**config.mk**
```make
export PLATFORM = sky130hd
export DESIGN_NAME = bus_arbiter
export DESIGN_NICKNAME = d
export VERILOG_FILES = /design/src/rtl/bus_arbiter.sv
export SDC_FILE = /design/constraint.sdc
export NUM_CORES = 1
export LEC_CHECK = 0
export BUFFER_PORTS_ARGS = -buffer_cell sky130_fd_sc_hd__buf_4
export CAP_MARGIN = 20
export CELL_PAD_IN_SITES_DETAIL_PLACEMENT = 0
export CELL_PAD_IN_SITES_GLOBAL_PLACEMENT = 1
export CORE_MARGIN = 2
export CORE_UTILIZATION = 16
export DETAILED_ROUTE_END_ITERATION = 16
export GPL_ROUTABILITY_DRIVEN = 0
export PLACE_DENSITY_LB_ADDON = 0.25
export SLEW_MARGIN = 15
export SYNTH_ARGS = -nofsm -noshare
export SYNTH_HDL_FRONTEND = slang
export SYNTH_SLANG_ARGS = --single-unit
```
**constraint.sdc**
```tcl
create_clock -name clk_i -period 4.15 [get_ports clk_i]
set_input_delay 0.6225 -clock clk_i [delete_from_list [all_inputs] [get_ports clk_i]]
set_output_delay 0.6225 -clock clk_i [all_outputs]
set_load 0.005 [all_outputs]
```
**src/rtl/bus_arbiter.sv**
```systemverilog
// Two-master arbiter for the shared data-bus slave port.
// Zero-latency grant, one-cycle response routing back to the issuing master.
module bus_arbiter #(
    parameter int ARB_MODE     = 0,
    parameter int STARVE_LIMIT = 8
) (
    input  logic        clk_i,
    input  logic        rst_i,
    input  logic        m0_req_i,
    input  logic        m0_we_i,
    input  logic [3:0]  m0_be_i,
    input  logic [13:0] m0_addr_i,
    input  logic [31:0] m0_wdata_i,
    input  logic        m1_req_i,
    input  logic        m1_we_i,
    input  logic [3:0]  m1_be_i,
    input  logic [13:0] m1_addr_i,
    input  logic [31:0] m1_wdata_i,
    output logic        m0_gnt_o,
    output logic        m1_gnt_o,
    output logic        m0_rvalid_o,
    output logic        m1_rvalid_o,
    output logic [31:0] m0_rdata_o,
    output logic [31:0] m1_rdata_o,
    output logic        bus_we_o,
    output logic [3:0]  bus_be_o,
    output logic [13:0] bus_addr_o,
    output logic [31:0] bus_wdata_o,
    input  logic [31:0] bus_rdata_i
);

    localparam logic [7:0] STARVE_MAX = 8'(STARVE_LIMIT);

    logic       gnt0_s;
    logic       gnt1_s;
    logic       pick1_s;
    logic       last_q;
    logic       last_d;
    logic [7:0] starve_q;
    logic [7:0] starve_d;
    logic       resp_valid_q;
    logic       resp_valid_d;
    logic       resp_owner_q;
    logic       resp_owner_d;

    // Tie-break selection and grant generation; grants are suppressed during reset.
    always_comb begin
        if (ARB_MODE == 0) begin
            pick1_s = (last_q == 1'b0);
        end else begin
            pick1_s = (starve_q >= STARVE_MAX);
        end
        gnt0_s = 1'b0;
        gnt1_s = 1'b0;
        if (rst_i) begin
            gnt0_s = 1'b0;
            gnt1_s = 1'b0;
        end else if (m0_req_i && m1_req_i) begin
            gnt0_s = ~pick1_s;
            gnt1_s = pick1_s;
        end else begin
            gnt0_s = m0_req_i;
            gnt1_s = m1_req_i;
        end
    end

    // Next-state for ownership history, starvation counter and response tracking.
    always_comb begin
        last_d = last_q;
        if (gnt0_s || gnt1_s) begin
            last_d = gnt1_s;
        end else begin
            last_d = last_q;
        end
        starve_d = starve_q;
        if (!m1_req_i || gnt1_s) begin
            starve_d = 8'd0;
        end else if (starve_q < STARVE_MAX) begin
            starve_d = starve_q + 8'd1;
        end else begin
            starve_d = starve_q;
        end
        resp_valid_d = gnt0_s | gnt1_s;
        resp_owner_d = gnt1_s;
    end

    // State registers with synchronous reset.
    always_ff @(posedge clk_i) begin
        if (rst_i) begin
            last_q       <= 1'b1;
            starve_q     <= 8'd0;
            resp_valid_q <= 1'b0;
            resp_owner_q <= 1'b0;
        end else begin
            last_q       <= last_d;
            starve_q     <= starve_d;
            resp_valid_q <= resp_valid_d;
            resp_owner_q <= resp_owner_d;
        end
    end

    // Route the winner's address phase to the bus; idle bus is all zeros.
    always_comb begin
        bus_we_o    = 1'b0;
        bus_be_o    = 4'd0;
        bus_addr_o  = 14'd0;
        bus_wdata_o = 32'd0;
        case ({gnt1_s, gnt0_s})
            2'b01: begin
                bus_we_o    = m0_we_i;
                bus_be_o    = m0_be_i;
                bus_addr_o  = m0_addr_i;
                bus_wdata_o = m0_wdata_i;
            end
            2'b10: begin
                bus_we_o    = m1_we_i;
                bus_be_o    = m1_be_i;
                bus_addr_o  = m1_addr_i;
                bus_wdata_o = m1_wdata_i;
            end
            default: begin
                bus_we_o    = 1'b0;
                bus_be_o    = 4'd0;
                bus_addr_o  = 14'd0;
                bus_wdata_o = 32'd0;
            end
        endcase
    end

    assign m0_gnt_o = gnt0_s;
    assign m1_gnt_o = gnt1_s;

    // A response still in flight when reset arrives is dropped immediately.
    assign m0_rvalid_o = resp_valid_q & ~resp_owner_q & ~rst_i;
    assign m1_rvalid_o = resp_valid_q &  resp_owner_q & ~rst_i;
    assign m0_rdata_o  = m0_rvalid_o ? bus_rdata_i : 32'd0;
    assign m1_rdata_o  = m1_rvalid_o ? bus_rdata_i : 32'd0;

endmodule

```
After elaboration in Yosys (flattened, before gate mapping)

Cells that the tools add are included.

Register bits after elaboration: 3
Logic and storage cells: 25

Equality and inequality tests: 2
Mux-type cells: 10
Bitwise operators: 8
Reduce and logical (&&, ||, !) cells: 2

Operators by type and width:

| operator                                                              | number |
|---|---|
| 32-bit two-way mux                                                    | 2 |
| 32-bit case mux with 2 select lines                                   | 1 |
| 14-bit case mux with 2 select lines                                   | 1 |
| 4-bit case mux with 2 select lines                                    | 1 |
| 1-bit AND                                                             | 4 |
| 1-bit two-way mux                                                     | 4 |
| 1-bit NOT                                                             | 3 |
| 2-bit by 1-bit equality test with 1-bit output, second input constant | 1 |
| 2-bit equality test, second input constant                            | 1 |
| 1-bit case mux with 2 select lines                                    | 1 |
| 1-bit logical AND                                                     | 1 |
| 1-bit logical OR                                                      | 1 |
| 1-bit bitwise OR                                                      | 1 |

Depth between registers and ports, before layout

Word-level depth: 5
Gate-level depth with buffers: 7
Depth with buffers taken out: 5

Least setup slack after synthesis

No wires, ideal clock.

Path kind: input to output
Start: input m1_req_i
End: output bus_addr_o[0]
Arrival: 1837 ps
Path slack: 1690 ps
Stages: 5
Buffers on the path: 1
Cell sequence: a21bo_2 -> or2_2 -> ha_1 -> clkbuf_1 -> nor2b_1

Longest elaborated chain between the ends: 5
Elaborated cells between the ends (all ways): 8
Those cells by class: eq/ne: 2; mux: 5; reduce/logical: 1

RTL lines:

| element                                                                                      | line | text |
|---|---|---|
| from (decl)                                                                                  | 14   | `input logic m1_req_i,` |
| 1-bit logical AND                                                                            | 58   | `end else if (m0_req_i && m1_req_i) begin` |
| 1-bit two-way mux                                                                            | 58   |  |
| 1-bit two-way mux                                                                            | 55   | `if (rst_i) begin` |
| 2-bit equality test / 2-bit by 1-bit equality test with 1-bit output (equally long branches) | 108  | `case ({gnt1_s, gnt0_s})` |
| 14-bit case mux with 2 select lines (*)                                                      | 108  |  |
| to (decl)                                                                                    | 27   | `output logic [13:0] bus_addr_o,` |

Mark *: on every way between the ends. The rest lies on a longest branch, timed or not.

Worst setup path after layout

Start: input m1_req_i
End: output bus_wdata_o[14]

Longest elaborated chain between the ends: 5
Elaborated cells between the ends (all ways): 8
Those cells by class: eq/ne: 2; mux: 5; reduce/logical: 1

RTL lines:

| element                                                                                      | line | text |
|---|---|---|
| 1-bit logical AND                                                                            | 58   |  |
| 1-bit two-way mux                                                                            | 58   |  |
| 1-bit two-way mux                                                                            | 55   |  |
| 2-bit equality test / 2-bit by 1-bit equality test with 1-bit output (equally long branches) | 108  |  |
| 32-bit case mux with 2 select lines (*)                                                      | 108  |  |
| to (decl)                                                                                    | 28   | `output logic [31:0] bus_wdata_o,` |

Marks and branches as above.

==> flow_summary.html <==
<table>
<tr><th>Metric</th><th>Value</th></tr>
<tr><th colspan="2">Synthesis</th></tr>
<tr><td>Mean Syn Cell Area</td><td>between 6 and 7 um2</td></tr>
<tr><td>Top-area cell type share of the netlist area</td><td>26.49%</td></tr>
<tr><td>Total standard cell area after synthesis</td><td>about 0.0014 mm2</td></tr>
<tr><td>Number of enable-type register cells in the synthesized netlist</td><td>0</td></tr>
<tr><td>Nets in the synthesized netlist</td><td>between 300 and 400</td></tr>
<tr><td>Cells after Synth</td><td>208</td></tr>
<tr><td>Number of distinct library cell variants in the gate-level netlist after synthesis</td><td>18</td></tr>
<tr><td>Cells taking the most area after synthesis</td><td>sky130_fd_sc_hd__a22oi_1 (26%), sky130_fd_sc_hd__and2_1 (26%), sky130_fd_sc_hd__nor2b_1 (22%)</td></tr>
<tr><td>Number of register bits inferred by synthesis</td><td>3</td></tr>
<tr><td>Most common flop cell mapped by yosys</td><td>sky130_fd_sc_hd__dfxtp_1</td></tr>
<tr><td>Count of yosys warnings during synthesis</td><td>0</td></tr>
<tr><td>Dominant cell type by area after synthesis</td><td>sky130_fd_sc_hd__a22oi_1</td></tr>
<tr><td>Proportion of synthesized chip area in sequential cells</td><td>about 4.2%</td></tr>
<tr><td>Synth async-reset ratio</td><td>0%</td></tr>
<tr><th colspan="2">Drt</th></tr>
<tr><td>Residual DRC</td><td>0</td></tr>
<tr><td>Mean routed wirelength per cell</td><td>between 10 and 15 um</td></tr>
<tr><td>Final antenna-violating net count</td><td>0</td></tr>
<tr><td>Drt first-iter violations</td><td>75</td></tr>
<tr><td>Total routed wirelength</td><td>7.291 mm</td></tr>
<tr><td>DR pass1 iterations</td><td>4</td></tr>
<tr><td>Detailed-route via count</td><td>~2,400</td></tr>
<tr><td>Vias per inst</td><td>4.276</td></tr>
<tr><th colspan="2">Timing</th></tr>
<tr><td>Fin. max-slew vios</td><td>0</td></tr>
<tr><td>Portion of the clock cycle consumed by the worst path in the final layout</td><td>74.56%</td></tr>
<tr><td>Fin Hold WS</td><td>about 0.51 ns</td></tr>
<tr><td>Final Critical Period</td><td>between 3 and 4 ns</td></tr>
<tr><td>Fin. Hold Viols</td><td>0</td></tr>
<tr><td>Setup repair after global routing missed its margin</td><td>no</td></tr>
<tr><td>Slew at the pin closest to its max-slew limit</td><td>0.9847 ns</td></tr>
<tr><td>Headroom to the max-slew limit</td><td>34.35%</td></tr>
<tr><td>Final sum of negative setup slack</td><td>0 ns</td></tr>
<tr><td>Worst clock skew</td><td>0.0005338 ns</td></tr>
<tr><td>Setup violations, final</td><td>0</td></tr>
<tr><td>Max frequency</td><td>0.3232 GHz</td></tr>
<tr><th colspan="2">Clock tree</th></tr>
<tr><td>H-Tree Level Count</td><td>1</td></tr>
<tr><td>Insertion delay to the later sink of the worst-skew pair</td><td>about 0.21 ns</td></tr>
<tr><td># hold bufs at CTS</td><td>0</td></tr>
<tr><td>CTS tree</td><td>done</td></tr>
<tr><td>CTS Root Cell</td><td>sky130_fd_sc_hd__clkbuf_8</td></tr>
<tr><td>Resized cells post-CTS</td><td>0</td></tr>
<tr><td>Num CTS Buffers</td><td>3</td></tr>
<tr><td>Buffer levels on the longest clock path</td><td>2</td></tr>
<tr><td>Clock transition at the register clock pins on the worst setup and hold paths after CTS</td><td>0.03 ns</td></tr>
<tr><td>Clock sink total</td><td>3</td></tr>
<tr><td>Setup Buffers After CTS</td><td>0</td></tr>
<tr><th colspan="2">Critical path</th></tr>
<tr><td>Startpoint kind of the worst setup timing path</td><td>input port</td></tr>
<tr><td>Endpoint class of the critical path</td><td>output pin</td></tr>
<tr><td>Critical path cell sequence</td><td>buf_4 -&gt; a21bo_2 -&gt; or2_2 -&gt; ha_2 -&gt; a22oi_1 -&gt; nor2b_1 -&gt; buf_4</td></tr>
<tr><td>Cell class contributing the biggest share of worst-path delay</td><td>adder cells</td></tr>
<tr><td>Signal arrival time at the worst endpoint</td><td>2.47 ns</td></tr>
<tr><td>CP max stage cell</td><td>sky130_fd_sc_hd__ha_2</td></tr>
<tr><td>Most Frequent Cell on Critical Path</td><td>sky130_fd_sc_hd__buf_4</td></tr>
<tr><td>WP buf/inv</td><td>2</td></tr>
<tr><td>Worst Setup Path Type</td><td>in -&gt; out</td></tr>
<tr><td>Required time worst endpoint</td><td>~3.5 ns</td></tr>
<tr><td>Worst-path maximum fanout</td><td>between 50 and 60</td></tr>
<tr><td>Maximum cell stage delay along the critical path</td><td>0.82 ns</td></tr>
<tr><th colspan="2">Finish</th></tr>
<tr><td>Fillers</td><td>918</td></tr>
<tr><td>Most common library cell in the layout ignoring fill and taps</td><td>sky130_fd_sc_hd__buf_4</td></tr>
<tr><td>Highest-count cells in the layout ignoring fill and taps</td><td>sky130_fd_sc_hd__buf_4 (258), sky130_fd_sc_hd__and2_1 (61), sky130_fd_sc_hd__a22oi_1 (51), sky130_fd_sc_hd__nor2b_1 (51)</td></tr>
<tr><td>Antenna diode count</td><td>0</td></tr>
<tr><td>Final Util</td><td>39.17%</td></tr>
<tr><td>Sequential cell area</td><td>60.06 um2</td></tr>
<tr><td>Proportion of layout cells with a drive suffix above 1</td><td>60.76%</td></tr>
<tr><td># nets final</td><td>588</td></tr>
<tr><td>Multi-input logic area</td><td>0.001239 mm2</td></tr>
<tr><td>Layout overhead on the synthesized area</td><td>136.4%</td></tr>
<tr><th colspan="2">Die</th></tr>
<tr><td>Number of I/O pins</td><td>257</td></tr>
<tr><td>Die area</td><td>0.009808 mm2</td></tr>
<tr><td>Die Y</td><td>99.04 um</td></tr>
<tr><td>Area of the core</td><td>0.008721 mm2</td></tr>
<tr><td>Horizontal extent of the die</td><td>99.04 um</td></tr>
<tr><td>Row cnt</td><td>34</td></tr>
<tr><td>Initial Utilization</td><td>16.57%</td></tr>
<tr><th colspan="2">Run</th></tr>
<tr><td>Maximum capacitance violations</td><td>0</td></tr>
<tr><th colspan="2">GRT</th></tr>
<tr><td>Overall overflow remaining after global route</td><td>0</td></tr>
<tr><td>Number of global-route vias before repair</td><td>2,225</td></tr>
<tr><td>Global-route wire length before repair</td><td>10.69 mm</td></tr>
<tr><td>Number of antenna violations at the first check in global routing</td><td>0</td></tr>
<tr><td>Largest net degree at the start of global routing</td><td>52</td></tr>
<tr><td>GRT Overall Usage</td><td>12.96%</td></tr>
<tr><th colspan="2">Placed design</th></tr>
<tr><td>Buffers added on ports</td><td>between 200 and 300</td></tr>
<tr><td>Detailed placement HPWL</td><td>between 5 and 6 mm</td></tr>
<tr><th colspan="2">Power and ir drop</th></tr>
<tr><td>Peak ir drop on the vdd network</td><td>0.06118 mV</td></tr>
<tr><td>Standby leakage power</td><td>roughly 1.7 nW</td></tr>
<tr><td>Power density cells</td><td>roughly 110 mW/mm2</td></tr>
<tr><th colspan="2">Run status</th></tr>
<tr><td>Outcome</td><td>finished, final reports clean</td></tr>
<tr><th colspan="2">Worst hold path</th></tr>
<tr><td>Tightest Hold Check Type</td><td>reg -&gt; reg</td></tr>
</table>
-- cell type report --
class                      instances  share of cell area (%)
clock buffer                       4                   1.319
timing repair buffer             258                   56.70
tap                              108                   3.956
multi-input combinational        181                   36.26
sequential                         3                   1.758
-- metal layers --
layer	part of all wire [%]	track usage, %	vias to the layer above
li1	-	-	1187
met1	32	13.02	1033
met2	54	25.94	147
met3	13	3.759	2
met4	0.47	2.845	0
met5	0	0	-
-- metrics by stage --
stage               total power, mW  setup WS [ns]  cells  cell area (um2)
detailed placement           0.2851          1.031    550             3371
finish                       0.3667          1.056    554             3416
global placement             0.2834          1.008    550             3371
global route                 0.3940         0.8271    554             3416
floorplan                    0.1286          1.690    208             1445
CTS                          0.3730          1.028    554             3416
-- sequential cells by signal, indices dropped and copies added, names as in the netlist --
name / cells
resp_owner_q: 1
last_q: 1
resp_valid_q: 1
-- cells in the mapped netlist, types with 2 or more instances --
cell and number:
sky130_fd_sc_hd__buf_2 7, sky130_fd_sc_hd__clkbuf_1 10, sky130_fd_sc_hd__and3b_2 2, sky130_fd_sc_hd__nor2b_1 51, sky130_fd_sc_hd__nor2_1 3, sky130_fd_sc_hd__a22oi_1 51, sky130_fd_sc_hd__and2_1 61, sky130_fd_sc_hd__buf_6 7
sky130_fd_sc_hd__dfxtp_1 3, sky130_fd_sc_hd__and2_2 3, sky130_fd_sc_hd__ha_1 3
-- report_power, final --
part	leakage, nW	switching (mW)	total (mW)	internal, mW
registers	0.0248	0.00147	0.0327	0.0312
clock network	0.0228	0.0190	0.0844	0.0655
logic	1.69	0.0892	0.250	0.160
total	1.74	0.110	0.367	0.257
-- worst register-to-register path, cell delays in order (launching register included) --
cell                      delay, ns
sky130_fd_sc_hd__dfxtp_1       0.31
sky130_fd_sc_hd__a21bo_2       0.22
sky130_fd_sc_hd__or2_2         0.30
sky130_fd_sc_hd__ha_1          0.21
sky130_fd_sc_hd__a21oi_1       0.13
sky130_fd_sc_hd__o21ai_0       0.08
-- worst paths after layout --
| path | start | endpoint | slack (ns) | depth (start not counted) |
|---|---|---|---|---|
| max | m1_req_i | bus_wdata_o[14] | 1.06 | 7 |
| min reg2reg | last_q$_SDFFE_PP1P_ | last_q$_SDFFE_PP1P_ | 0.51 | 2 |
| max reg2reg | last_q$_SDFFE_PP1P_ | last_q$_SDFFE_PP1P_ | 2.78 | 5 |
| min | last_q$_SDFFE_PP1P_ | last_q$_SDFFE_PP1P_ | 0.51 | 2 |
-- cells by family (layout without fill, tap and decap cells) --
kind of cell | after synthesis | in the layout | share of synthesized area [%]
AND/OR/NAND/NOR | 124 | 124 | 54.89
AO/OA/AOI/OAI | 54 | 54 | 27.88
buffers and inverters | 24 | 262 | 10.48
adder cells (fa/ha/maj) | 3 | 3 | 2.598
flip-flops | 3 | 3 | 4.156
Power figures use the tool's default switching activity.
